<file path="src/rtl/shift_arbiter.sv">
// shift_arbiter
// -------------
// Lets two requesters share one 32-bit shifter. It supports two operations:
// a logical left shift (SLL) and an arithmetic right shift (SRA).
// Requests are arbitrated round-robin. The winning operands are latched,
// shifted for exactly one cycle, and the result is held with a
// valid/ready handshake.
//
// Optional feature: define SHIFT_ARB_B2B_EN to allow a new request to be
// accepted in the same cycle as the response handshake. The state then goes
// straight back to EXEC without passing through IDLE. With the macro
// undefined, requests are accepted only in IDLE.
//
// Ports:
//   clock, reset          rising-edge clock, synchronous active-high reset
//   reqN_valid/ready      request handshake for requester N (N = 0, 1)
//   reqN_data/shamt/op    operand, shift amount 0..31, op (0=SLL, 1=SRA)
//   resp_valid/ready      result handshake
//   resp_data, resp_id    registered result and the id of its requester
//   busy                  high whenever the arbiter is not idle
module shift_arbiter #(
  parameter int DATA_W  = 32,
  parameter int SHAMT_W = 5
) (
  input  logic               clock,
  input  logic               reset,
  input  logic               req0_valid,
  output logic               req0_ready,
  input  logic [DATA_W-1:0]  req0_data,
  input  logic [SHAMT_W-1:0] req0_shamt,
  input  logic               req0_op,
  input  logic               req1_valid,
  output logic               req1_ready,
  input  logic [DATA_W-1:0]  req1_data,
  input  logic [SHAMT_W-1:0] req1_shamt,
  input  logic               req1_op,
  output logic               resp_valid,
  input  logic               resp_ready,
  output logic [DATA_W-1:0]  resp_data,
  output logic               resp_id,
  output logic               busy
);

  typedef enum logic [1:0] {
    IDLE = 2'd0,
    EXEC = 2'd1,
    RESP = 2'd2
  } state_t;

  state_t             state;
  logic               last_grant;
  logic [DATA_W-1:0]  data_q;
  logic [SHAMT_W-1:0] shamt_q;
  logic               op_q;
  logic               id_q;

  logic               handshake;
  logic               arb_en;
  logic               grant0;
  logic               grant1;
  logic [DATA_W-1:0]  sel_data;
  logic [SHAMT_W-1:0] sel_shamt;
  logic               sel_op;
  logic [DATA_W-1:0]  shift_result;

  assign handshake = resp_valid & resp_ready;

`ifdef SHIFT_ARB_B2B_EN
  assign arb_en = (state == IDLE) | ((state == RESP) & handshake);
`else
  assign arb_en = (state == IDLE);
`endif

  // A tie goes to the port that did not win last time.
  // last_grant resets to 1, so port 0 wins the first tie.
  assign grant0 = arb_en & req0_valid & (~req1_valid | last_grant);
  assign grant1 = arb_en & req1_valid & (~req0_valid | ~last_grant);

  assign req0_ready = grant0;
  assign req1_ready = grant1;

  // Shift helper: SRA fills vacated bits with the sign bit, SLL fills with zero.
  function automatic logic [DATA_W-1:0] do_shift(
    input logic [DATA_W-1:0]  d,
    input logic [SHAMT_W-1:0] s,
    input logic               op
  );
    if (op) begin
      do_shift = DATA_W'($signed(d) >>> s);
    end else begin
      do_shift = d << s;
    end
  endfunction

  // Select the operands of the granted requester and compute the result
  // from the latched operands.
  always_comb begin
    sel_data     = {DATA_W{1'b0}};
    sel_shamt    = {SHAMT_W{1'b0}};
    sel_op       = 1'b0;
    if (grant1) begin
      sel_data  = req1_data;
      sel_shamt = req1_shamt;
      sel_op    = req1_op;
    end else begin
      sel_data  = req0_data;
      sel_shamt = req0_shamt;
      sel_op    = req0_op;
    end
    shift_result = do_shift(data_q, shamt_q, op_q);
  end

  // Control FSM, operand registers and registered outputs.
  always_ff @(posedge clock) begin
    if (reset) begin
      state      <= IDLE;
      last_grant <= 1'b1;
      data_q     <= {DATA_W{1'b0}};
      shamt_q    <= {SHAMT_W{1'b0}};
      op_q       <= 1'b0;
      id_q       <= 1'b0;
      resp_valid <= 1'b0;
      resp_data  <= {DATA_W{1'b0}};
      resp_id    <= 1'b0;
      busy       <= 1'b0;
    end else begin
      case (state)
        IDLE: begin
          if (grant0 | grant1) begin
            data_q     <= sel_data;
            shamt_q    <= sel_shamt;
            op_q       <= sel_op;
            id_q       <= grant1;
            last_grant <= grant1;
            state      <= EXEC;
            busy       <= 1'b1;
          end else begin
            state <= IDLE;
            busy  <= 1'b0;
          end
        end
        EXEC: begin
          resp_data  <= shift_result;
          resp_id    <= id_q;
          resp_valid <= 1'b1;
          state      <= RESP;
          busy       <= 1'b1;
        end
        RESP: begin
          if (handshake) begin
            resp_valid <= 1'b0;
`ifdef SHIFT_ARB_B2B_EN
            if (grant0 | grant1) begin
              data_q     <= sel_data;
              shamt_q    <= sel_shamt;
              op_q       <= sel_op;
              id_q       <= grant1;
              last_grant <= grant1;
              state      <= EXEC;
              busy       <= 1'b1;
            end else begin
              state <= IDLE;
              busy  <= 1'b0;
            end
`else
            state <= IDLE;
            busy  <= 1'b0;
`endif
          end else begin
            state <= RESP;
            busy  <= 1'b1;
          end
        end
        default: begin
          state      <= IDLE;
          resp_valid <= 1'b0;
          busy       <= 1'b0;
        end
      endcase
    end
  end

endmodule

</file>
<file path="config.mk">
export PLATFORM = sky130hd
export DESIGN_NAME = shift_arbiter
export DESIGN_NICKNAME = d
export VERILOG_FILES = /design/src/rtl/shift_arbiter.sv
export SDC_FILE = /design/constraint.sdc
export NUM_CORES = 1
export LEC_CHECK = 0
export ABC_AREA = 1
export CAP_MARGIN = 20
export CORE_ASPECT_RATIO = 1.1
export CORE_MARGIN = 1.5
export CORE_UTILIZATION = 40
export CTS_CLUSTER_DIAMETER = 60
export DETAILED_ROUTE_END_ITERATION = 10
export MAX_ROUTING_LAYER = met4
export PLACE_DENSITY = 0.75
export SYNTH_ARGS = -nofsm -noshare
export SYNTH_HDL_FRONTEND = slang
export SYNTH_SLANG_ARGS = --single-unit
</file>
<file path="constraint.sdc">
create_clock -name clock -period 1.51 [get_ports clock]
set_input_delay 0.453 -clock clock [delete_from_list [all_inputs] [get_ports clock]]
set_output_delay 0.453 -clock clock [all_outputs]
set_load 0.01 [all_outputs]
</file>
Yosys cells after proc, flatten, opt, wreduce, memory -nomap -nowiden
Cells that the tools add are included.
- flip-flop bits (word level): 77
- input bits: 81
- output and inout port bits: 37
- logic and storage cells: 42
- equal/unequal tests: 3
- shift-type cells: 2
- mux-type cells: 12
- bitwise gates (word level): 12
- reductions and logical operators: 3
- operators by type and width (kind ; count):
    2-to-1 mux 32 bit ; 2
    << shifter 32 x 5 -> 32 bit ; 1
    >>> shifter 32 x 5 -> 32 bit ; 1
    case mux 1 bit (3 select lines) ; 2
    case mux 2 bit (3 select lines) ; 1
    bitwise AND 1 bit ; 5
    2-to-1 mux 1 bit ; 5
    2-to-1 mux 5 bit ; 1
    NOT 1 bit ; 4
    AND reduction 2 bit ; 2
    OR 1 bit ; 3
    equality test 2 x 1 -> 1 bit, second input constant ; 1
    equality test 2 bit, second input constant ; 1
    zero test 2 bit ; 1
    2-to-1 mux 2 bit ; 1
    inequality test 2 bit, second input constant ; 1

Longest topological paths before layout
Gate-level depths: netlist of run 1.
- depth in word-level cells: 6
- gate-level depth with buffers: 14
- gate-level depth less buffers: 13

Worst setup path after synthesis of run 1
Ideal clock, no wire load.
- path kind: in2out
- from: input req0_valid
- to: output req1_ready
- arrival time: 1079 ps
- required time: 1057 ps
- slack: -22 ps
- stages on the path: 5
- buffers on the path: 2
- cell sequence: nand2_1 nand3_2 inv_2 buf_2 buf_2
- word-level cells in the longest chain between the ends: 3
- ends and longest elaborated chain (element ; RTL line ; RTL):
    from (decl) ; 27 ; input logic req0_valid,
    NOT 1 bit ; 77 ; assign grant1 = arb_en & req1_valid & (~req0_valid | ~last_grant);
    OR 1 bit ; 77 ;
    bitwise AND 1 bit ; 77 ;
    to (decl) ; 33 ; output logic req1_ready,
Every way passes these cells.

Final worst setup path of run 1
- from: register shamt_q[0]
- to: register resp_data[30]
- word-level cells in the longest chain between the ends: 2
- elaborated cells on any way between the ends: 3
- those cells by class: shift: 2; mux: 1
- ends and longest elaborated chain (element ; RTL line ; RTL):
    from (decl) ; 53 ; logic [SHAMT_W-1:0] shamt_q;
    from (signal assigned) ; 119 ; shamt_q <= {SHAMT_W{1'b0}};
    from (signal assigned) ; 131 ; shamt_q <= sel_shamt;
    << shifter 32 x 5 -> 32 bit or >>> shifter 32 x 5 -> 32 bit (tied branches) ; 91, 89 ;
    2-to-1 mux 32 bit * ; 88 ; if (op) begin
    to (signal assigned) ; 123 ; resp_data <= {DATA_W{1'b0}};
    to (signal assigned) ; 143 ; resp_data <= shift_result;
    to (decl) ; 39 ; output logic [DATA_W-1:0] resp_data,
Every way passes the cells marked *; elsewhere a longest branch is shown, timed or not.
A chain may end at the register's enable or synchronous reset.

==> key figures, run 1 <==
Pwr
  – Switch Pwr: 6.188 mW
  – Total power: 12.95 mW
  – Clock power frac: 18.0%
  – Internal power: 6.765 mW
  – Net Sw Frac: 47.77%
  – Leakage: 4.922 nW
  – Seq pwr share: 20.9%
  – Max IR drop VDD: 0.8107 mV
  – PD cells: 1220 nW/um^2
  – Comb power frac: 61.1%

Setup path
  – Path type of the worst setup path: flop to flop
  – Critical Path AT: 2.00 ns
  – Crit-path leading delay family: simple AND/OR/NAND/NOR gates
  – Worst Setup Start Kind: flop
  – CP max FO: 16
  – Worst path slowest cell: dfxtp_4
  – CP cell instances: buf_12 -> inv_16 -> nand2_4 -> nand3_1 -> buf_4 -> nand3_1 -> nand3_1 -> nand3_1 -> nand3_1 -> nand2_2 -> a21oi_2
  – Critical path required time: 1.75 ns
  – Setup crit end kind: flop
  – CP bufs+invs: 3
  – CP max stage delay: 0.41 ns
  – Most frequent CP cell: nand3_1

Finish
  – Area grow syn2layout: 67.38%
  – Layout cell share with drive strength beyond 1: 38.51%
  – Inserted Diodes: 0
  – Nets: 1313

Floorplanning
  – Std-Cell Rows: 48
  – Die area: 16630 sq um
  – Initial Utilization: 40.63%
  – Die Width: 123.1 microns
  – Core area: 15620 sq um
  – Ports: 118
  – Die height: 135.1 microns

STA
  – Peak Freq: 567.9 MHz
  – Final setup vio count: 61
  – Worst-margin pin slew: 0.4218 ns
  – Final hold violation count: 0
  – Unrepaired setup endpoints after global routing: yes
  – Max transition margin: 71.88%
  – Fin Hold WS: 0.4856 ns
  – Final period util: 116.6%
  – Slew Viols, Final: 0
  – Setup ws final: -0.2508 ns
  – Min cycle time layout: 1.761 ns
  – Clock skew: 0.01018 ns

Clock network
  – Clock latency on the worst-skew pair: 0.35 ns
  – Post-CTS Hold Fix Bufs: 0
  – Clk sinks: 77
  – Clock slew at reported path FFs: 0.06 ns
  – CTS tree: done
  – CTS buffer count: 9
  – H-tree levels: 3
  – Clk root buf: clkbuf_16
  – Clock tree buffer depth: 2

Detailed routing
  – Router iterations before antenna repair: 5
  – Via density: 6.241
  – ANT nets after route: 0
  – Drt first-iter violations: 1000
  – DR WL/cell: 20.94 microns
  – Routed via count: 8962
  – DRT Wirelength: 30060 microns
  – Drt drc: 0

Synthesis
  – Seq cells post-synth: 77
  – Sequential area share after synthesis: 24.30%
  – Syn Nets: 1169
  – Yosys warning total: 0
  – Top post-synthesis cells by area: nand3_1 (31%), dfxtp_1 (24%), nand2_1 (14%)
  – Synth Area per Inst: 5.832 sq um
  – Synth Instances: 1088
  – Mapped Area: 6345 sq um
  – Area fraction of the dominant cell type after synthesis: 31.24%
  – Cell variety after synth: 26
  – Post-synth top area cell: nand3_1

Place
  – HPWL after DPL: 19020 microns
  – Setup WS pre-CTS: -0.8090 ns
  – Final Wtd Congestion: 1.069
  – Port Buffers: 117

GRT
  – First-pass GRT wire length: 45680 microns
  – Total grt overflow: 0
  – Total Routing Usage GR: 36.61%
  – Largest net degree at the start of global routing: 58
  – Vias in the first global route: 8539
  – Antenna violations before repair: 0

Run status
  – Status: finished with violations
  – Failing checks: setup timing

Min path
  – Worst hold path class: flop to flop

Job
  – Max Cap Viol: 0
-- metrics by stage --
stage / TNS, ns / util [%] / instance area, sq um / std cells
4_1_cts: -2.941 / 66.03 / 10310 / 1435
3_3_place_gp: -35.10 / 51.71 / 8074 / 1404
6_report: -5.964 / 68.01 / 10620 / 1436
5_1_grt: -9.924 / 68.01 / 10620 / 1436
2_1_floorplan: 0 / - / 6347 / 1088
3_5_place_dp: -38.47 / 51.71 / 8074 / 1404
-- layer usage --
layer,up-vias,share of wire (%),GRT usage [%]
met3,181,8.5,6.883
met2,545,46,56.05
met1,4203,38,44.14
met5,-,0,-
met4,0,6.6,22.73
li1,4033,-,-
-- layout make-up --
class	count	area (sq um)
multi-input combinational	892	6028
fill	1287	4995
timing repair buffer	219	2303
sequential	77	1558
tap	200	250.2
clock buffer	11	232.7
inverter	31	142.6
clock inverter	4	73.82
timing repair inverter	2	31.28
-- flip-flops by register name, indices dropped and copies added, names as in the netlist --
name,flops
state,2
resp_id,1
resp_data,32
op_q,1
data_q,32
id_q,1
resp_valid,1
busy,1
shamt_q,5
last_grant,1
-- cells in the final DEF (no fill, tap or decap), types with 2 or more instances in the layout --
cell type and instances:
dlygate4sd2_1 37, nor2_1 57, inv_8 2, nor2_4 9, nand2_1 149, o21ai_1 63
clkbuf_16 9, dfxtp_1 72, inv_16 2, bufinv_16 2, o21ai_0 39, nor2_2 15
clkdlybuf4s50_1 77, buf_12 17, nand3_1 207, a21oi_1 26, nand2_4 44, buf_4 65
nand2_8 4, nand3_4 32, inv_2 4, buf_8 4, a21oi_2 19, o211ai_1 6
buf_16 6, nand3_2 163, nand2_2 50, buf_6 10, inv_1 24, dfxtp_4 4
clkbuf_1 2, o21ai_2 6
-- worst paths after layout --
| check | startpoint | end | slack (ns) | cells past startpoint |
|---|---|---|---|---|
| setup / recovery | shamt_q[0] | resp_data[30] | -0.25 | 11 |
| hold / removal | id_q | id_q | 0.49 | 2 |
| setup reg to reg | shamt_q[0] | resp_data[30] | -0.25 | 11 |
| hold reg to reg | id_q | id_q | 0.49 | 2 |
-- power by group through the flow --
| stage | Sequential, mW | Combinational, mW | Clock (mW) |
|---|---|---|---|
| after floorplan | 2.59 | 3.49 | 0 |
| after detailed placement | 2.61 | 5.63 | 0 |
| after CTS | 2.68 | 7.23 | 2.34 |
| final | 2.71 | 7.92 | 2.33 |
| after global routing | 2.74 | 8.34 | 2.43 |
| after global placement | 2.60 | 5.62 | 0 |
-- Yosys cell counts --
cell type    n
buf_4       12
inv_8        1
buf_12       1
o211ai_1     6
nor2_1      78
buf_1        5
nand2_1    237
nand3_1    396
nor2_4       2
o32ai_2      1
inv_4        1
dfxtp_1     77
clkbuf_8     1
o21ai_0     72
o21ai_1     36
clkbuf_1    22
clkbuf_4     1
buf_6        9
nand3_2      6
buf_2       38
nand2_2     10
a21oi_1     45
or2_1        1
nor3_2       1
inv_1       25
inv_2        4
-- worst min-delay path, stage by stage, from the launching register on --
cell	delay, ns
dfxtp_1	0.32
nand2_1	0.07
a21oi_1	0.06
-- logic make-up (layout without fill, tap and decap cells) --
| group | count (synthesis) | in the layout | synth area share, % |
|---|---|---|---|
| AOI/OAI and AO/OA | 160 | 160 | 13.04 |
| DFF | 77 | 77 | 24.30 |
| and+or+nand+nor | 731 | 732 | 52.42 |
| buffers and inverters | 120 | 267 | 10.25 |
-- repair_timing --
action	4_1_cts	5_1_grt
resized for setup	432	110
setup endpoints to repair	109	75
pin swaps	66	22
cloned	9	0
setup buffers	7	2
(Power assumes the default switching activity.)
==> run 2: changes to the inputs <==
--- a/config.mk
+++ b/config.mk
@@ -10,10 +10,11 @@
 export CORE_ASPECT_RATIO = 1.1
 export CORE_MARGIN = 1.5
 export CORE_UTILIZATION = 40
+export CTS_BUF_LIST = sky130_fd_sc_hd__clkbuf_16
 export CTS_CLUSTER_DIAMETER = 60
 export DETAILED_ROUTE_END_ITERATION = 10
 export MAX_ROUTING_LAYER = met4
-export PLACE_DENSITY = 0.75
+export PLACE_DENSITY = 0.73
 export SYNTH_ARGS = -nofsm -noshare
 export SYNTH_HDL_FRONTEND = slang
 export SYNTH_SLANG_ARGS = --single-unit
==> constraint.sdc (replaced) <==
create_clock -name clock -period 2.15 [get_ports clock]
set_input_delay 0.645 -clock clock [delete_from_list [all_inputs] [get_ports clock]]
set_output_delay 0.645 -clock clock [all_outputs]
set_load 0.01 [all_outputs]
==> run 2 against run 1 <==
  * The flow now finishes without violations
  * Cell count decreased by 5.2%
  * First-iteration DRC count increased by 28%
  * Register-to-register slack improved by 0.43 ns
  * Sequential share of layout area increased by 4.9 points
  * Critical path depth decreased by 6
==> key figures, run 2 (synthesized netlist as in run 1, its figures left out) <==
Run status
  – Status: finished, final reports clean

Setup path
  – Setup crit end kind: output port
  – Critical Path AT: 1.36 ns
  – Path type of the worst setup path: input port to output port
  – CP bufs+invs: 3
  – Worst Setup Start Kind: input port
  – Worst path slowest cell: dlygate4sd2_1
  – CP cell instances: dlygate4sd2_1 -> nand2_1 -> nand3_2 -> inv_2 -> clkdlybuf4s15_2
  – Worst path depth: 5
  – Crit-path leading delay family: buffers and inverters
  – CP max stage delay: 0.26 ns
  – Reg2reg start: shamt_q[0]
  – Critical path required time: 1.50 ns
  – RR Endpoint: resp_data[21]
  – CP max FO: 2
  – FF-to-FF path depth: 10
  – Flop2flop setup slack: 0.18 ns

STA
  – Worst-margin pin slew: 0.5226 ns
  – Final period util: 93.44%
  – Unrepaired setup endpoints after global routing: no
  – Max transition margin: 65.08%
  – Clock skew: 0.007922 ns
  – Peak Freq: 497.8 MHz
  – Fin Hold WS: 0.4680 ns
  – Min cycle time layout: 2.009 ns
  – Final hold violation count: 0
  – Final setup vio count: 0
  – Slew Viols, Final: 0

Detailed routing
  – Routed via count: 8079
  – Drt drc: 0
  – Via density: 5.932
  – ANT nets after route: 0
  – Drt first-iter violations: 1282
  – DRT Wirelength: 23500 microns
  – Router iterations before antenna repair: 6
  – DR WL/cell: 17.25 microns

Clock network
  – Clk sinks: 77
  – Clock latency on the worst-skew pair: 0.36 ns
  – H-tree levels: 3
  – Clock tree buffer depth: 2
  – Post-CTS Hold Fix Bufs: 0
  – CTS tree: done
  – Clk root buf: clkbuf_16
  – Clock slew at reported path FFs: 0.06 ns
  – Post-CTS Resized: 10
  – CTS buffer count: 9
  – Post-CTS Setup Bufs: 0

Finish
  – Util after Layout: 50.54%
  – Layout cell share with drive strength beyond 1: 6.454%
  – Top flop regs: data_q (32), resp_data (32), shamt_q (5)
  – Most frequent cells in the layout: nand3_1 (396), nand2_1 (237), clkdlybuf4s50_1 (113), nor2_1 (77), dfxtp_1 (76)
  – Area grow syn2layout: 24.37%
  – Inserted Diodes: 0
  – Most common cell after layout, fill and taps aside: nand3_1
  – Nets: 1238

Floorplanning
  – Initial Utilization: 40.63%
  – Std-Cell Rows: 48
  – Die height: 135.1 microns
  – Die Width: 123.1 microns
  – Die area: 16630 sq um
  – Ports: 118
  – Core area: 15620 sq um

Pwr
  – Max IR drop VDD: 0.4751 mV
  – Total power: 6.952 mW
  – Leakage: 3.497 nW
  – PD cells: 881.0 nW/um^2

Min path
  – Hold_sp: id_q
  – Worst hold path class: flop to flop
  – Hold EP: id_q
  – Hold depth: 2

Place
  – HPWL after DPL: 17410 microns
  – Final Wtd Congestion: 1.091
  – Port Buffers: 117

GRT
  – Total Routing Usage GR: 30.20%
  – Total grt overflow: 0
  – Vias in the first global route: 7360
  – Antenna violations before repair: 0
  – First-pass GRT wire length: 38330 microns
  – Largest net degree at the start of global routing: 58

Job
  – Max Cap Viol: 0
run 2: cell types whose count changed in the layout (fill, tap and decap cells not counted), moves of 19 or more:
cell             previous run  this run
nand3_2                   163         6
o21ai_1                    63        35
o21ai_0                    39        72
nand3_1                   207       396
nand2_4                    44         0
a21oi_2                    19         0
buf_4                      65        18
nand2_2                    50        10
nand3_4                    32         0
dlygate4sd2_1              37         2
a21oi_1                    26        45
nor2_1                     57        77
clkdlybuf4s50_1            77       113
nand2_1                   149       237
run 2: worst max path at each step:
| stage | end | slack [ns] | from |
|---|---|---|---|
| after floorplan | req1_ready | 0.23 | req0_valid |
| after global placement | req0_ready | -0.39 | req1_valid |
| after detailed placement | req0_ready | -0.40 | req1_valid |
| after CTS | req1_ready | 0.17 | req0_valid |
| after global routing | resp_data[21] | 0.03 | shamt_q[0] |
| final | req1_ready | 0.14 | req0_valid |
run 2: area by class of cell:
| type | count | area (sq um) |
|---|---|---|
| clock buffer | 9 | 225.2 |
| clock inverter | 7 | 42.54 |
| fill | 1652 | 7724 |
| inverter | 31 | 126.4 |
| multi-input combinational | 891 | 4164 |
| sequential | 77 | 1543 |
| tap | 200 | 250.2 |
| timing repair buffer | 147 | 1540 |
run 2: routing by layer:
metal  GRT usage [%]  part of all wire [%]
met5               -                     0
met4           13.67                   4.4
met3           5.490                   8.6
met2           44.01                    44
met1           40.47                    43
run 2: through the flow:
| step | TNS [ns] | cells | instance area (sq um) | worst slack (ns) |
|---|---|---|---|---|
| final | 0 | 1362 | 7891 | 0.1410 |
| after floorplan | 0 | 1088 | 6345 | 0.2336 |
| after CTS | 0 | 1362 | 7891 | 0.1675 |
| after global routing | 0 | 1362 | 7891 | 0.03038 |
| after global placement | -7.575 | 1346 | 7626 | -0.3900 |
| after detailed placement | -7.794 | 1346 | 7626 | -0.3969 |
run 2: where the power goes:
group          switching, mW  internal [mW]
clock                  0.646          0.772
combinational           2.39           1.32
sequential             0.180           1.64
run 2: worst register-to-register path, delay by kind of cell (launching register included):
family / cells / cell delay (ns)
simple gates: 6 / 0.75
compound gates: 2 / 0.39
flops: 1 / 0.37
buf+inv: 2 / 0.35
